`src/rtl/cpu_pkg.sv`:
```
// Shared types for the memory stage: load/store opcodes, bus size codes and
// the load/store unit state encoding.
package cpu_pkg;

  localparam logic [1:0] SIZE_BYTE = 2'd0;
  localparam logic [1:0] SIZE_HALF = 2'd1;
  localparam logic [1:0] SIZE_WORD = 2'd2;

  typedef enum logic [2:0] {
    MEMOP_LB  = 3'd0,
    MEMOP_LBU = 3'd1,
    MEMOP_LH  = 3'd2,
    MEMOP_LHU = 3'd3,
    MEMOP_LW  = 3'd4,
    MEMOP_SB  = 3'd5,
    MEMOP_SH  = 3'd6,
    MEMOP_SW  = 3'd7
  } memop_e;

  typedef enum logic [2:0] {
    ST_IDLE  = 3'd0,
    ST_REQ   = 3'd1,
    ST_WAIT  = 3'd2,
    ST_DONE  = 3'd3,
    ST_DRAIN = 3'd4
  } lsu_state_e;

  function automatic logic is_store(memop_e op);
    return op inside {MEMOP_SB, MEMOP_SH, MEMOP_SW};
  endfunction

  function automatic logic misaligned(memop_e op, logic [1:0] off);
    case (op)
      MEMOP_LH, MEMOP_LHU, MEMOP_SH: return off[0];
      MEMOP_LW, MEMOP_SW:            return off != 2'd0;
      default:                       return 1'b0;
    endcase
  endfunction

endpackage

```
`src/rtl/mem_load_align.sv`:
```
// Combinational lane handling: load byte/half select with extension, and
// store byte-enable / lane-replicated write data generation.
module mem_load_align
  import cpu_pkg::*;
(
  input  memop_e      i_op,
  input  logic [1:0]  i_off,
  input  logic [31:0] i_wdata,
  input  logic [31:0] i_rdata,
  output logic [1:0]  o_size,
  output logic        o_wr,
  output logic [3:0]  o_wstrb,
  output logic [31:0] o_wdata,
  output logic [31:0] o_ldata
);

  logic [7:0]  w_byte;
  logic [15:0] w_half;

  assign w_byte = i_rdata[{i_off, 3'b000} +: 8];
  assign w_half = i_rdata[{i_off[1], 4'b0000} +: 16];

  always_comb begin
    o_size  = SIZE_WORD;
    o_wr    = is_store(i_op);
    o_wstrb = 4'h0;
    o_wdata = 32'h0;
    o_ldata = i_rdata;
    case (i_op)
      MEMOP_LB:  begin o_size = SIZE_BYTE; o_ldata = {{24{w_byte[7]}}, w_byte}; end
      MEMOP_LBU: begin o_size = SIZE_BYTE; o_ldata = {24'h0, w_byte}; end
      MEMOP_LH:  begin o_size = SIZE_HALF; o_ldata = {{16{w_half[15]}}, w_half}; end
      MEMOP_LHU: begin o_size = SIZE_HALF; o_ldata = {16'h0, w_half}; end
      MEMOP_LW:  o_size = SIZE_WORD;
      MEMOP_SB: begin
        o_size  = SIZE_BYTE;
        o_wstrb = 4'b0001 << i_off;
        o_wdata = {4{i_wdata[7:0]}};
      end
      MEMOP_SH: begin
        o_size  = SIZE_HALF;
        o_wstrb = 4'b0011 << {i_off[1], 1'b0};
        o_wdata = {2{i_wdata[15:0]}};
      end
      MEMOP_SW: begin
        o_size  = SIZE_WORD;
        o_wstrb = 4'hF;
        o_wdata = i_wdata;
      end
      default: o_size = SIZE_WORD;
    endcase
  end

endmodule

```
`src/rtl/mem_lsu.sv`:
```
// Memory-stage load/store unit: split request/response bus transaction with
// pipeline hold. MEM_LSU_ADDR_EXC_EN enables misaligned-address exceptions.
module mem_lsu
  import cpu_pkg::*;
#(
  parameter int ADDR_W = 32,
  parameter int DATA_W = 32
) (
  input  logic              clk_i,
  input  logic              rst_i,
  input  logic              flush_i,
  input  logic              stall_i,
  input  logic              valid_i,
  input  logic [2:0]        memop_i,
  input  logic [ADDR_W-1:0] addr_i,
  input  logic [DATA_W-1:0] wdata_i,
  output logic              data_req_o,
  output logic              data_wr_o,
  output logic [1:0]        data_size_o,
  output logic [ADDR_W-1:0] data_addr_o,
  output logic [3:0]        data_wstrb_o,
  output logic [DATA_W-1:0] data_wdata_o,
  input  logic              data_addr_ok_i,
  input  logic              data_data_ok_i,
  input  logic [DATA_W-1:0] data_rdata_i,
  output logic [DATA_W-1:0] finaldata_o,
  output logic              stall_o,
  output logic              adel_o,
  output logic              ades_o
);

  lsu_state_e        r_state, w_next;
  memop_e            r_op, w_in_op, w_op;
  logic [ADDR_W-1:0] r_addr;
  logic              r_wr;
  logic [1:0]        r_size;
  logic [3:0]        r_wstrb;
  logic [DATA_W-1:0] r_wdata, r_finaldata;
  logic              w_idle, w_err, w_pending, w_req, w_stall, w_latch, w_capture;
  logic [1:0]        w_off, w_size;
  logic              w_wr;
  logic [3:0]        w_wstrb;
  logic [DATA_W-1:0] w_wdata, w_ldata;

  assign w_in_op = memop_e'(memop_i);
  assign w_idle  = (r_state == ST_IDLE);
  // In IDLE the request is built from live inputs; afterwards from the latch.
  assign w_op    = w_idle ? w_in_op : r_op;
  assign w_off   = w_idle ? addr_i[1:0] : r_addr[1:0];

`ifdef MEM_LSU_ADDR_EXC_EN
  logic w_misal;
  assign w_misal = valid_i && misaligned(w_in_op, addr_i[1:0]);
  assign adel_o  = w_misal && !is_store(w_in_op);
  assign ades_o  = w_misal && is_store(w_in_op);
`else
  assign adel_o  = 1'b0;
  assign ades_o  = 1'b0;
`endif

  assign w_err     = adel_o | ades_o;
  assign w_pending = valid_i && !flush_i && !w_err && !rst_i;

  mem_load_align u_align (
    .i_op    (w_op),
    .i_off   (w_off),
    .i_wdata (wdata_i),
    .i_rdata (data_rdata_i),
    .o_size  (w_size),
    .o_wr    (w_wr),
    .o_wstrb (w_wstrb),
    .o_wdata (w_wdata),
    .o_ldata (w_ldata)
  );

  always_comb begin
    w_next    = r_state;
    w_req     = 1'b0;
    w_stall   = 1'b0;
    w_latch   = 1'b0;
    w_capture = 1'b0;
    case (r_state)
      ST_IDLE: begin
        if (w_pending) begin
          w_req   = 1'b1;
          w_stall = 1'b1;
          w_latch = 1'b1;
          w_next  = data_addr_ok_i ? ST_WAIT : ST_REQ;
        end
      end
      ST_REQ: begin
        if (flush_i) begin
          w_next = ST_IDLE;
        end else begin
          w_req   = 1'b1;
          w_stall = w_pending;
          if (data_addr_ok_i) w_next = ST_WAIT;
        end
      end
      ST_WAIT: begin
        w_stall = w_pending;
        if (data_data_ok_i) begin
          // A response that races a flush belongs to a dead instruction.
          if (flush_i) begin
            w_next = ST_IDLE;
          end else begin
            w_capture = !r_wr;
            w_next    = ST_DONE;
          end
        end else if (flush_i) begin
          w_next = ST_DRAIN;
        end
      end
      ST_DONE: begin
        if (flush_i || !stall_i) w_next = ST_IDLE;
      end
      ST_DRAIN: begin
        w_stall = valid_i;
        if (data_data_ok_i) w_next = ST_IDLE;
      end
      default: w_next = ST_IDLE;
    endcase
  end

  always_ff @(posedge clk_i or posedge rst_i) begin
    if (rst_i) begin
      r_state     <= ST_IDLE;
      r_op        <= MEMOP_LB;
      r_addr      <= '0;
      r_wr        <= 1'b0;
      r_size      <= 2'd0;
      r_wstrb     <= 4'h0;
      r_wdata     <= '0;
      r_finaldata <= '0;
    end else begin
      r_state <= w_next;
      if (w_latch) begin
        r_op    <= w_in_op;
        r_addr  <= addr_i;
        r_wr    <= w_wr;
        r_size  <= w_size;
        r_wstrb <= w_wstrb;
        r_wdata <= w_wdata;
      end
      if (w_capture) r_finaldata <= w_ldata;
    end
  end

  assign data_req_o   = w_req;
  assign data_wr_o    = w_req && (w_idle ? w_wr : r_wr);
  assign data_size_o  = w_req ? (w_idle ? w_size : r_size) : 2'd0;
  assign data_addr_o  = w_req ? (w_idle ? addr_i : r_addr) : '0;
  assign data_wstrb_o = w_req ? (w_idle ? w_wstrb : r_wstrb) : 4'h0;
  assign data_wdata_o = w_req ? (w_idle ? w_wdata : r_wdata) : '0;
  assign finaldata_o  = r_finaldata;
  assign stall_o      = w_stall;

endmodule

```
`config.mk`:
```
export PLATFORM = sky130hd
export DESIGN_NAME = mem_lsu
export DESIGN_NICKNAME = d
export VERILOG_FILES = /design/src/rtl/cpu_pkg.sv /design/src/rtl/mem_load_align.sv /design/src/rtl/mem_lsu.sv
export SDC_FILE = /design/constraint.sdc
export NUM_CORES = 1
export LEC_CHECK = 0
export ABC_CLOCK_PERIOD_IN_PS = 3410
export BUFFER_PORTS_ARGS = -buffer_cell sky130_fd_sc_hd__buf_2
export CAP_MARGIN = 20
export CORE_ASPECT_RATIO = 1.2
export CORE_MARGIN = 2
export CORE_UTILIZATION = 47
export DETAILED_ROUTE_END_ITERATION = 8
export GPL_TIMING_DRIVEN = 0
export PLACE_DENSITY = 0.78
export SYNTH_ARGS = -nofsm -noshare
export SYNTH_HDL_FRONTEND = slang
export SYNTH_SLANG_ARGS = --single-unit
```
`constraint.sdc`:
```
create_clock -name clk_i -period 3.41 [get_ports clk_i]
set_input_delay 0.5115 -clock clk_i [delete_from_list [all_inputs] [get_ports clk_i]]
set_output_delay 0.5115 -clock clk_i [all_outputs]
set_load 0.03 [all_outputs]
```
==> metrics.yaml <==
run_status:
  status: "finished clean"
min_path:
  hp-class: "in -> async"
pwr:
  switching_share_pct: 47.53
  p_int_mw: 3.952
  ir_worst_vdd_mv: 0.5404
  combPwrFrac_pct: 55.4
  pwr-share-seq_pct: 29.9
  pwr-share-clk_pct: 14.7
  p_leak_nw: 3.970
  power_density_nw_per_um2: 920.6
  p_sw_mw: 3.581
die:
  die_h_um: 133.4
  placementRows: 47
  core_um2: 13700
  start_util_pct: 47.88
  die_area_um2: 14920
  fp.dieW_um: 111.9
  ios: 213
sta:
  rsz0062_at_grt: "yes"
  max_slew_margin_pct: 47.83
  final.min_clock_period_ps: 3279
  final-hold-violation-count: 0
  fin_crit_sh_pct: 96.15
  finalSetupViolCount: 0
  skew_ps: 6.840
  whs_ps: 271.5
  fin_setup_tns_ps: 0
  drv_slew: 0
  fmax_mhz: 305.0
  tightest_slew_ps: 782.6
synth:
  ys_top_cells_by_area: "dfrtp_1 42%, nand2_1 7.3%, mux2_2 6.7%"
  synthArstFlopShare_pct: 100.0
  synth_area_um2: 6560
  postSynthAreaPerCell_um2: 8.901
  synth_ff_type: "dfrtp_1"
  ys_types: 51
  synth_seq_area_share_pct: 41.58
  syn_inst: 737
  synth-seq-cells: 109
  synth_largest_area_cell: "dfrtp_1"
  synth_top_cell_area_share_pct: 41.58
  yosys_warnings: 0
  synth_edf_count: 0
drt:
  wl_met1_mm: 8.406
  maxUsedRoutingLayer: "met4"
  drtPass1Iterations: 6
  routed-wl-met3_mm: 1.640
  wire_per_inst_um: 18.90
  ant_nets: 0
  drc: 0
  viasPerCell: 6.035
  via_count: 6826
  wl_met2_mm: 10.58
  drt-initial-drc-count: 573
  drt-total-wl_mm: 21.38
worst_setup_path:
  rr_worst_depth: 8
  crit_path_max_fanout: 10
  rrSetupSlack_ps: 850
  cp-startpoint: "r_state[2]"
  arrival_ps: 2770
  endpoint: "data_addr_o[24]"
  cp-end-kind: "output pin"
  r2r-end: "r_wdata[0]"
  criticalPathCategory: "reg -> out"
  cp_cell_sequence: "buf_6 > or3_1 > buf_2 > buf_1 > clkbuf_2 > clkbuf_1 > nand2_1 > a21oi_1 > buf_2"
  critPathLaunchType: "flip-flop"
  critPathMostFrequentCell: "buf_2"
  required_ps: 2900
  r2r_start: "r_state[2]"
  cp_slowest_cell: "clkbuf_1"
  max_stage_delay_ps: 420
placed_design:
  routabilityCongestion: 0.9220
  dpl.cell_count: 1112
  io_buffers: 202
  hpwl_mm: 15.71
cts:
  clock_latency_ps: 360
  cts_root_buf: "clkbuf_16"
  path_clk_slew_ps: 80
  cts_buffers: 9
  htree_num_levels: 3
  cts_sinks: 109
  cts_tree: "built"
  cts.path.max_buffers: 2
grt:
  antenna_found_initial: 0
  grt_use_total_pct: 27.83
  grt_pass1_vias: 6541
  grt_overflow: 0
  grt_pass1_wl_mm: 33.31
  grt_max_degree: 62
layout:
  nNetsFinal: 1061
  diodes: 0
  drive_above_1_share_pct: 31.04
  instances_no_fill: 1131
  synthToLayoutAreaGrowth_pct: 24.74
run:
  max_cap_violations: 0
metal layers:
metal  track usage (%)  vias up
li1                  -     3135
met1             35.55     3280
met2             46.50      363
met3             4.641       48
met4             12.55        0
met5                 0        -
Yosys cell counts, drive strengths merged (2+ instances only):
| cell type | instances |
|---|---|
| o21ai | 29 |
| buf | 23 |
| a21o | 3 |
| nor2b | 14 |
| or3 | 2 |
| nand2 | 127 |
| o22ai | 3 |
| a22oi | 30 |
| nand3 | 37 |
| mux4 | 4 |
| a31oi | 3 |
| a211oi | 8 |
| nor3 | 5 |
| a31o | 8 |
| a222oi | 16 |
| a221oi | 8 |
| o21a | 2 |
| nor2 | 58 |
| mux2 | 43 |
| a21oi | 66 |
| nand4b | 2 |
| a22o | 35 |
| a32oi | 6 |
| dfrtp | 109 |
| nor4b | 2 |
| nand2b | 3 |
| clkbuf | 46 |
| mux2i | 24 |
| inv | 4 |
| and2 | 4 |
| and3 | 3 |
final cells by class:
class | instances | area (um2)
Timing Repair Buffer | 206 | 1061
Sequential cell | 109 | 2728
Clock buffer | 9 | 225.2
Inverter | 4 | 17.52
Tap cell | 171 | 214.0
Buffer | 69 | 299.0
Fill cell | 1218 | 5519
Clock inverter | 7 | 82.58
Multi-Input combinational cell | 556 | 3556
critical path, delay by kind of cell, from the launching register on:
| family | cells | cell delay, ps |
|---|---|---|
| simple gates | 2 | 210 |
| compound gates | 1 | 180 |
| buf+inv | 6 | 1660 |
| flops | 1 | 350 |
cell families after synthesis:
family / synth area share, %
AND/OR/NAND/NOR: 17.22
AO/OA/AOI/OAI: 23.84
flip-flops: 41.58
buffers and inverters: 4.577
multiplexers: 12.59
XOR/XNOR: 0.1335
other: 0.05716
layout by cell type, fill, tap and decap left out, drive strengths merged, types with 3 or more instances in the layout:
cell type,netlist,layout
a211oi,8,8
dfrtp,109,109
a222oi,16,16
mux2,43,43
a31oi,3,3
nand3,37,37
a32oi,6,6
buf,23,226
mux2i,24,24
o22ai,3,3
nand2b,3,3
and2,4,4
a22oi,30,30
inv,4,7
nand2,127,127
nor2,58,58
nor2b,14,14
mux4,4,4
and3,3,3
a22o,35,35
a21oi,66,66
nor3,5,5
a221oi,8,8
a31o,8,8
a21o,3,3
o21ai,29,29
clkbuf,46,58
how the worst min path moves through the flow:
stage	end	slack [ps]	cells past startpoint
after floorplan	r_wdata[16]	450	2
after CTS	r_state[2]	300	2
final	r_state[2]	270	2
after global routing	finaldata_o[31]	330	2
after detailed placement	r_wdata[8]	470	2
after global placement	r_wdata[10]	460	2
power groups by stage:
stage                     registers [mW]  logic (mW)  clock network, mW
after floorplan                     2.50        2.64                  0
after global placement              2.24        3.96                  0
after detailed placement            2.26        4.03                  0
after CTS                           2.24        4.09               1.12
after global routing                2.32        4.51               1.17
final                               2.25        4.17               1.11
state kept, by name, summed over array words and instances, names as in the netlist:
signal / cells
finaldata_o: 32
r_addr: 32
r_wdata: 32
r_wstrb: 4
r_op: 3
r_state: 3
r_size: 2
r_wr: 1
through the flow:
step                area, um2  power (mW)  utilization (%)  setup WS, ps
global route             8183       8.000            59.72        -29.37
global placement         7789       6.206            56.84         -1398
CTS                      8158       7.444            59.54         42.55
floorplan                6564       5.143                -         24.55
finish                   8183       7.533            59.72         131.2
detailed placement       7819       6.291            57.06        -86.75
what timing repair did:
| action | in CTS | in global routing |
|---|---|---|
| resized for setup | 6 | 11 |
| endpoints found under the setup margin | 34 | 44 |
| pin swaps | 1 | 1 |
| setup buffers | 1 | 2 |
| hold buffers | 0 | 0 |
Power figures use the tool's default switching activity.
